[config.mk]
export PLATFORM = sky130hd
export DESIGN_NAME = prach_hdr_gen_flat
export DESIGN_NICKNAME = d
export VERILOG_FILES = /design/src/rtl/prach_hdr_pkg.sv /design/src/rtl/prach_hdr_if.sv /design/src/rtl/prach_hdr_pack.sv /design/src/rtl/prach_hdr_gen.sv /design/src/flat_wrapper.sv
export SDC_FILE = /design/constraint.sdc
export NUM_CORES = 1
export LEC_CHECK = 0
export BUFFER_PORTS_ARGS = -buffer_cell sky130_fd_sc_hd__buf_2
export CAP_MARGIN = 10
export CORE_MARGIN = 2
export CORE_UTILIZATION = 52
export DETAILED_ROUTE_END_ITERATION = 8
export HOLD_SLACK_MARGIN = 0.12
export PLACE_DENSITY = 0.89
export SLEW_MARGIN = 10
export SYNTH_ARGS = -nofsm -noshare
export SYNTH_HDL_FRONTEND = slang
export SYNTH_SLANG_ARGS = --single-unit
[constraint.sdc]
create_clock -name clk_dsp -period 3.21 [get_ports clk_dsp]
set_input_delay 0.642 -clock clk_dsp [delete_from_list [all_inputs] [get_ports clk_dsp]]
set_output_delay 0.642 -clock clk_dsp [all_outputs]
set_load 0.02 [all_outputs]
[src/rtl/prach_hdr_pkg.sv]
// prach_hdr_pkg: shared PRACH U-plane header types, constants and helpers
package prach_hdr_pkg;
  localparam int SC_PER_PRB = 12;
  localparam int BYTES_PER_SC = 4;
  localparam int MAX_SYM = 14;
  localparam logic UL_DIR = 1'b0;
  localparam logic [2:0] PAYLOAD_VER = 3'd1;
  localparam logic [7:0] UDCOMP_NONE = 8'h00;
  typedef enum logic [1:0] {IDLE, ARMED, RUN} state_t;
  typedef struct packed {
    logic [15:0] pc_id;
    logic [3:0] filt;
    logic [7:0] frame;
    logic [3:0] subframe;
    logic [5:0] slot;
    logic [5:0] start_sym;
    logic [11:0] section;
    logic [9:0] start_prb;
    logic [7:0] num_prb;
  } cfg_t;
  typedef struct packed {
    logic [15:0] pc_id;
    logic dir;
    logic [2:0] ver;
    logic [3:0] filt;
    logic [7:0] frame;
    logic [3:0] subframe;
    logic [5:0] slot;
    logic [5:0] sym;
    logic [11:0] section;
    logic rb;
    logic sym_inc;
    logic [9:0] start_prb;
    logic [7:0] num_prb;
    logic [7:0] comp;
    logic [15:0] size;
    logic [15:0] rsvd;
  } hdr_t;
  function automatic logic cfg_legal(input logic [7:0] num_prb, input logic [3:0] num_sym);
    return num_prb != 8'd0 && num_sym != 4'd0 && num_sym <= 4'(MAX_SYM);
  endfunction
  function automatic logic [11:0] pkt_samples(input logic [7:0] num_prb);
    return 12'(num_prb) * 12'(SC_PER_PRB);
  endfunction
endpackage

[src/rtl/prach_hdr_if.sv]
// prach_hdr_if: sample stream, timing/config and header bundle between source and generator
interface prach_hdr_if;
  logic [15:0] din_dr;
  logic [15:0] din_di;
  logic din_dv;
  logic occ_start;
  logic [7:0] tm_frame;
  logic [3:0] tm_subframe;
  logic [5:0] tm_slot;
  logic [15:0] cfg_pc_id;
  logic [3:0] cfg_filter_idx;
  logic [5:0] cfg_start_sym;
  logic [3:0] cfg_num_sym;
  logic [11:0] cfg_section_id;
  logic [9:0] cfg_start_prb;
  logic [7:0] cfg_num_prb;
  logic [15:0] dout_dr;
  logic [15:0] dout_di;
  logic dout_dv;
  logic sync_out;
  logic [119:0] hdr_out;
  logic busy;
  logic err_overlap;
  logic err_cfg;
  modport master (
    output din_dr, din_di, din_dv, occ_start, tm_frame, tm_subframe, tm_slot,
           cfg_pc_id, cfg_filter_idx, cfg_start_sym, cfg_num_sym, cfg_section_id,
           cfg_start_prb, cfg_num_prb,
    input  dout_dr, dout_di, dout_dv, sync_out, hdr_out, busy, err_overlap, err_cfg
  );
  modport slave (
    input  din_dr, din_di, din_dv, occ_start, tm_frame, tm_subframe, tm_slot,
           cfg_pc_id, cfg_filter_idx, cfg_start_sym, cfg_num_sym, cfg_section_id,
           cfg_start_prb, cfg_num_prb,
    output dout_dr, dout_di, dout_dv, sync_out, hdr_out, busy, err_overlap, err_cfg
  );
endinterface

[src/rtl/prach_hdr_pack.sv]
// prach_hdr_pack: packs latched occasion fields and current symbol index into the header word
module prach_hdr_pack
  import prach_hdr_pkg::*;
(
  input  cfg_t cfg,
  input  logic [3:0] sym_cnt,
  output hdr_t hdr
);
  assign hdr = '{
    pc_id: cfg.pc_id,
    dir: UL_DIR,
    ver: PAYLOAD_VER,
    filt: cfg.filt,
    frame: cfg.frame,
    subframe: cfg.subframe,
    slot: cfg.slot,
    sym: cfg.start_sym + 6'(sym_cnt),
    section: cfg.section,
    rb: 1'b0,
    sym_inc: 1'b0,
    start_prb: cfg.start_prb,
    num_prb: cfg.num_prb,
    comp: UDCOMP_NONE,
    size: 16'(cfg.num_prb) * 16'(SC_PER_PRB * BYTES_PER_SC),
    rsvd: 16'h0000
  };
endmodule

[src/rtl/prach_hdr_gen.sv]
// prach_hdr_gen: forwards PRACH samples with 1-cycle latency, slices them into packets and emits headers
module prach_hdr_gen
  import prach_hdr_pkg::*;
(
  input logic clk_dsp,
  input logic rst_dsp_n,
  prach_hdr_if.slave bus
);
  state_t state;
  cfg_t cfg_q;
  cfg_t cfg_in;
  hdr_t hdr_n;
  logic [3:0] num_sym_q;
  logic [3:0] sym_cnt;
  logic [11:0] pkt_len;
  logic [11:0] samp_cnt;
  logic legal;
  logic last;
  assign cfg_in = '{
    pc_id: bus.cfg_pc_id,
    filt: bus.cfg_filter_idx,
    frame: bus.tm_frame,
    subframe: bus.tm_subframe,
    slot: bus.tm_slot,
    start_sym: bus.cfg_start_sym,
    section: bus.cfg_section_id,
    start_prb: bus.cfg_start_prb,
    num_prb: bus.cfg_num_prb
  };
  assign legal = cfg_legal(bus.cfg_num_prb, bus.cfg_num_sym);
  assign last = samp_cnt == pkt_len - 12'd1;
  assign bus.busy = state != IDLE;
  prach_hdr_pack u_pack (
    .cfg(cfg_q),
    .sym_cnt(sym_cnt),
    .hdr(hdr_n)
  );
  // Occasion FSM: sample forwarding and packet slicing first, then occ_start overrides the state
  always_ff @(posedge clk_dsp) begin
    if (!rst_dsp_n) begin
      state <= IDLE;
      cfg_q <= '0;
      num_sym_q <= '0;
      sym_cnt <= '0;
      pkt_len <= '0;
      samp_cnt <= '0;
      bus.dout_dr <= '0;
      bus.dout_di <= '0;
      bus.dout_dv <= 1'b0;
      bus.sync_out <= 1'b0;
      bus.hdr_out <= '0;
      bus.err_overlap <= 1'b0;
      bus.err_cfg <= 1'b0;
    end else begin
      bus.dout_dv <= 1'b0;
      bus.sync_out <= 1'b0;
      if (state != IDLE && bus.din_dv) begin
        bus.dout_dr <= bus.din_dr;
        bus.dout_di <= bus.din_di;
        bus.dout_dv <= 1'b1;
        bus.sync_out <= samp_cnt == 12'd0;
        if (samp_cnt == 12'd0) bus.hdr_out <= hdr_n;
        samp_cnt <= last ? 12'd0 : samp_cnt + 12'd1;
        state <= RUN;
        if (last) begin
          sym_cnt <= sym_cnt + 4'd1;
          if (sym_cnt + 4'd1 == num_sym_q) state <= IDLE;
        end
      end
      if (bus.occ_start) begin
        if (state != IDLE) bus.err_overlap <= 1'b1;
        if (legal) begin
          cfg_q <= cfg_in;
          num_sym_q <= bus.cfg_num_sym;
          pkt_len <= pkt_samples(bus.cfg_num_prb);
          samp_cnt <= 12'd0;
          sym_cnt <= 4'd0;
          state <= ARMED;
        end else begin
          bus.err_cfg <= 1'b1;
          state <= IDLE;
        end
      end
    end
  end
endmodule

[src/flat_wrapper.sv]
// flat-port wrapper written by rule: the top's interface ports become plain ports
module prach_hdr_gen_flat import prach_hdr_pkg::*;
  (clk_dsp, rst_dsp_n, bus_din_dr, bus_din_di, bus_din_dv, bus_occ_start, bus_tm_frame, bus_tm_subframe, bus_tm_slot, bus_cfg_pc_id, bus_cfg_filter_idx, bus_cfg_start_sym, bus_cfg_num_sym, bus_cfg_section_id, bus_cfg_start_prb, bus_cfg_num_prb, bus_dout_dr, bus_dout_di, bus_dout_dv, bus_sync_out, bus_hdr_out, bus_busy, bus_err_overlap, bus_err_cfg);
  prach_hdr_if bus_i ();
  input logic clk_dsp;
  input logic rst_dsp_n;
  input wire logic [$bits(bus_i.din_dr)-1:0] bus_din_dr;
  input wire logic [$bits(bus_i.din_di)-1:0] bus_din_di;
  input wire logic [$bits(bus_i.din_dv)-1:0] bus_din_dv;
  input wire logic [$bits(bus_i.occ_start)-1:0] bus_occ_start;
  input wire logic [$bits(bus_i.tm_frame)-1:0] bus_tm_frame;
  input wire logic [$bits(bus_i.tm_subframe)-1:0] bus_tm_subframe;
  input wire logic [$bits(bus_i.tm_slot)-1:0] bus_tm_slot;
  input wire logic [$bits(bus_i.cfg_pc_id)-1:0] bus_cfg_pc_id;
  input wire logic [$bits(bus_i.cfg_filter_idx)-1:0] bus_cfg_filter_idx;
  input wire logic [$bits(bus_i.cfg_start_sym)-1:0] bus_cfg_start_sym;
  input wire logic [$bits(bus_i.cfg_num_sym)-1:0] bus_cfg_num_sym;
  input wire logic [$bits(bus_i.cfg_section_id)-1:0] bus_cfg_section_id;
  input wire logic [$bits(bus_i.cfg_start_prb)-1:0] bus_cfg_start_prb;
  input wire logic [$bits(bus_i.cfg_num_prb)-1:0] bus_cfg_num_prb;
  output wire logic [$bits(bus_i.dout_dr)-1:0] bus_dout_dr;
  output wire logic [$bits(bus_i.dout_di)-1:0] bus_dout_di;
  output wire logic [$bits(bus_i.dout_dv)-1:0] bus_dout_dv;
  output wire logic [$bits(bus_i.sync_out)-1:0] bus_sync_out;
  output wire logic [$bits(bus_i.hdr_out)-1:0] bus_hdr_out;
  output wire logic [$bits(bus_i.busy)-1:0] bus_busy;
  output wire logic [$bits(bus_i.err_overlap)-1:0] bus_err_overlap;
  output wire logic [$bits(bus_i.err_cfg)-1:0] bus_err_cfg;
  assign bus_i.din_dr = bus_din_dr;
  assign bus_i.din_di = bus_din_di;
  assign bus_i.din_dv = bus_din_dv;
  assign bus_i.occ_start = bus_occ_start;
  assign bus_i.tm_frame = bus_tm_frame;
  assign bus_i.tm_subframe = bus_tm_subframe;
  assign bus_i.tm_slot = bus_tm_slot;
  assign bus_i.cfg_pc_id = bus_cfg_pc_id;
  assign bus_i.cfg_filter_idx = bus_cfg_filter_idx;
  assign bus_i.cfg_start_sym = bus_cfg_start_sym;
  assign bus_i.cfg_num_sym = bus_cfg_num_sym;
  assign bus_i.cfg_section_id = bus_cfg_section_id;
  assign bus_i.cfg_start_prb = bus_cfg_start_prb;
  assign bus_i.cfg_num_prb = bus_cfg_num_prb;
  assign bus_dout_dr = bus_i.dout_dr;
  assign bus_dout_di = bus_i.dout_di;
  assign bus_dout_dv = bus_i.dout_dv;
  assign bus_sync_out = bus_i.sync_out;
  assign bus_hdr_out = bus_i.hdr_out;
  assign bus_busy = bus_i.busy;
  assign bus_err_overlap = bus_i.err_overlap;
  assign bus_err_cfg = bus_i.err_cfg;
  prach_hdr_gen u_core (.clk_dsp(clk_dsp), .rst_dsp_n(rst_dsp_n), .bus(bus_i));
endmodule
==> impl.org <==
** Synth
- Library cell occupying the most area in the post-synthesis netlist :: sky130_fd_sc_hd__dfxtp_1
- Number of synthesized flops with an enable pin :: 0
- Yosys printed 0 warnings.
- sky130_fd_sc_hd__nand2_1 is the most common cell in the netlist.
- Post-synth design cell area :: 9550 µm²
- Most frequently used flop master after synthesis :: sky130_fd_sc_hd__dfxtp_1
- Top area cells in the synthesized netlist :: sky130_fd_sc_hd__dfxtp_1 47%, sky130_fd_sc_hd__nand2_1 15%, sky130_fd_sc_hd__a21oi_1 11%, sky130_fd_sc_hd__ha_1 3.9%, sky130_fd_sc_hd__buf_4 2.8%
- Sequential fraction of the synthesis area :: 0.472
- Number of standard cells after synthesis :: 1194
- Count of distinct cell types in the synthesized netlist :: 70
- In the synthesized netlist, the cells that appear most often are 392 x sky130_fd_sc_hd__nand2_1, 225 x sky130_fd_sc_hd__dfxtp_1, 204 x sky130_fd_sc_hd__a21oi_1.
- For this run, asynchronously set or reset flops after synthesis account for 0.
- In this run the mean area of a mapped cell was 7.99 µm².
- Flops & latches, synth :: 225
- The share of synthesized area in the top cell type comes to 0.472.

** Placed design
- Last weighted congestion value of the routability-driven placer :: 0.887
- After detailed placement, the total cell area comes to 10800 µm².
- HPWL after DPL :: 16.3 mm
- Number of buffers added on ports :: 235

** CTS
- TritonCTS clock tree :: done
- Count of buffers added by post-CTS timing repair for setup :: 0
- After clock tree synthesis, the flow added hold-fix buffers numbering 0.
- Buffers from clock root to sink, at most :: 3
- Clock tree root buffer cell :: sky130_fd_sc_hd__clkbuf_16
- TritonCTS Sinks :: 225
- Maximum level of the CTS H-tree :: 1
- Skew-Pair Late Insertion Delay :: 510 ps
- Once the clock tree was built, the resizer swapped 0 gates to a different size.
- Clock tree synthesis inserted a total of 23 buffers.
- After clock tree synthesis, the clock-pin slew on the worst setup and hold paths is 60 ps.

** Timing
- Final Hold Violating Endpoints :: 0
- Fraction of the cycle the final worst path needs :: 0.794
- Timing would allow up to 392 MHz.
- Post-route worst hold slack :: 363 ps
- The worst pin sits at a relative slew slack of 0.549.
- Unrepaired setup endpoints after global routing :: no
- For the pin with the worst max-slew slack, the measured transition is 677 ps.
- The worst path needs 2550 ps of the cycle, external delays included.
- Final Max Tran Viols :: 0
- Setup total negative slack on the finished layout was measured at 0 ps.
- Setup Skew :: 24.5 ps
- Setup violations remaining at the end of the flow were counted as 0.

** Global route
- The number of global-route vias before repair is 8143.
- Overall global routing resource usage :: 0.237
- The total overflow left after global routing is 0.
- Entering global routing, the biggest net connects 96 pins.
- The number of antenna violations at the first check in global routing came to 1.
- Global-route wire length before repair :: 38.9 mm

** Detailed routing
- Post-route ant nets :: 0
- Vias per cell :: 5.33
- Post-route DRC violation count :: 0
- The first detailed-routing pass took 5 iterations.
- The detailed router finished its first iteration with 452 violations.
- Drt wl/cell :: 14.8 µm
- The final layout contains routed wiring with a total length of 24.2 mm.
- Total vias in the final route :: 8714

** Pwr
- LEAKAGE :: 4.97 nW
- IR analysis of the VDD net gives a maximum drop of 0.467 mV.
- Power density relative to cell area :: 567 nW/µm²

** Worst hold path
- For hold timing, the worst endpoint is u_core.cfg_q[34].
- Worst hold path cell count :: 3
- The worst hold path begins at bus_cfg_start_sym[4].
- Path category of the worst min-delay check :: in -> reg

** Floorplanning
- Effective utilization at floorplan :: 0.531
- I/O pin total :: 271
- In this run the standard cell core region covers 18000 µm².
- The die covers 19500 µm².
- After floorplanning, the core was divided into 49 placement rows.
- The floorplan step set the die width to 139 µm.
- From bottom edge to top edge, the die measures 139 µm.

** Finish
- The layout has 1472 filler cells.
- Share of post-route cells with drive strength above 1 :: 0.221
- Once layout is done, the placed cells without fillers occupy 11600 µm².
- For this run, the post-layout net count is 1538.
- Relative to the synthesized area, the layout overhead comes to 21.2%.
- Core utilization of the finished layout :: 0.644

** Worst setup path
- Crit path DAT :: 2920 ps
- Launching element type of the critical path :: flip-flop
- For flop-to-flop paths, the worst setup slack is 660 ps.
- Endpoint class of the critical path :: flip-flop
- Data on the critical path is required at its endpoint by 3580 ps.
- CP Launch Point :: u_core.pkt_len[3]
- Reg2reg start :: u_core.pkt_len[3]
- Along the worst path, the maximum fanout reaches 10.
- Worst R2R End :: u_core.samp_cnt[7]
- Depth of the worst register-to-register path :: 8
- The critical path in this run is classified as reg -> reg.

** Run
- Max-cap violations in this run came to 0.

** Outcome
- The run finished with clean final reports.
-- per-layer routing --
| layer | vias to the layer above | wire, µm | GRT usage |
|---|---|---|---|
| li1 | 4274 | - | - |
| met1 | 4060 | 9520 | 0.275 |
| met2 | 328 | 12000 | 0.429 |
| met3 | 52 | 2040 | 0.0592 |
| met4 | 0 | 701 | 0.0744 |
| met5 | - | 0 | 0 |
-- stage by stage --
step | setup WS (ps) | power [mW] | cells
floorplan | 913 | 3.59 | 1228
global placement | 670 | 3.78 | 1595
detailed placement | 562 | 3.81 | 1595
CTS | 674 | 6.61 | 1635
global route | 475 | 6.80 | 1635
finish | 661 | 6.56 | 1636
-- layout make-up --
type | count | area, µm² | share of cell area
Sequential cell | 225 | 4500 | 0.389
Multi-Input combinational cell | 862 | 4500 | 0.389
Timing Repair Buffer | 251 | 1360 | 0.117
Clock buffer | 30 | 642 | 0.0555
Tap cell | 229 | 287 | 0.0248
Clock inverter | 10 | 159 | 0.0137
Inverter | 28 | 110 | 0.00952
Antenna cell | 1 | 2.50 | 0.000216
-- flip-flops by register name (all words and copies together) (netlist names) --
register                flops
u_core.state                2
u_core.bus.sync_out         1
u_core.bus.err_cfg          1
u_core.pkt_len              9
u_core.num_sym_q            4
u_core.sym_cnt              4
u_core.samp_cnt            12
u_core.bus.err_overlap      1
u_core.bus.dout_di         16
u_core.bus.dout_dr         16
u_core.bus.dout_dv          1
u_core.bus.hdr_out         84
u_core.cfg_q               74
-- report_power, final --
part | total [mW] | internal, mW | switching [mW]
clock network | 2.81 | 1.73 | 1.08
logic | 0.769 | 0.278 | 0.491
registers | 2.99 | 2.91 | 0.0818
-- worst max-delay path by stage --
stage,endpoint,slack [ps],cells after the start
final,u_core.samp_cnt[7],660,8
after floorplan,u_core.pkt_len[9],910,9
after CTS,u_core.samp_cnt[7],670,8
after global placement,u_core.pkt_len[9],670,10
after detailed placement,u_core.pkt_len[9],560,10
after global routing,u_core.state[1],480,7
-- critical path, stage by stage (launching register included) --
cell	delay (ps)
sky130_fd_sc_hd__dfxtp_1	510
sky130_fd_sc_hd__inv_1	110
sky130_fd_sc_hd__ha_1	270
sky130_fd_sc_hd__o21ba_1	200
sky130_fd_sc_hd__a221oi_1	290
sky130_fd_sc_hd__a41oi_1	90
sky130_fd_sc_hd__nand3b_4	250
sky130_fd_sc_hd__nor4_4	560
sky130_fd_sc_hd__nor3_1	120
-- logic make-up (layout without fill, tap and decap cells) --
logic type | Yosys count | after routing | synth area share
AND/OR/NAND/NOR | 506 | 506 | 0.228
AO/OA/AOI/OAI | 255 | 255 | 0.152
flip-flops | 225 | 225 | 0.472
buffers and inverters | 141 | 319 | 0.0722
adder cells (fa/ha/maj) | 33 | 33 | 0.0456
XOR/XNOR | 31 | 31 | 0.0284
multiplexers | 2 | 2 | 0.00210
other | 1 | 36 | 0.000393
-- cell usage in the layout, fill, tap and decap left out, types with 5 or more instances in the layout --
cell type / count
sky130_fd_sc_hd__a21o_1: 5
sky130_fd_sc_hd__conb_1: 35
sky130_fd_sc_hd__nor2_1: 27
sky130_fd_sc_hd__nand3_1: 14
sky130_fd_sc_hd__buf_2: 235
sky130_fd_sc_hd__xnor2_1: 17
sky130_fd_sc_hd__ha_1: 30
sky130_fd_sc_hd__nor2b_1: 5
sky130_fd_sc_hd__nand4_1: 11
sky130_fd_sc_hd__buf_4: 11
sky130_fd_sc_hd__buf_12: 5
sky130_fd_sc_hd__nor3_1: 17
sky130_fd_sc_hd__a21oi_1: 204
sky130_fd_sc_hd__inv_1: 27
sky130_fd_sc_hd__dfxtp_1: 225
sky130_fd_sc_hd__xor2_1: 14
sky130_fd_sc_hd__clkbuf_16: 23
sky130_fd_sc_hd__o21ai_0: 9
sky130_fd_sc_hd__nand2_1: 392
No activity file was read; power rests on OpenSTA's default activity.
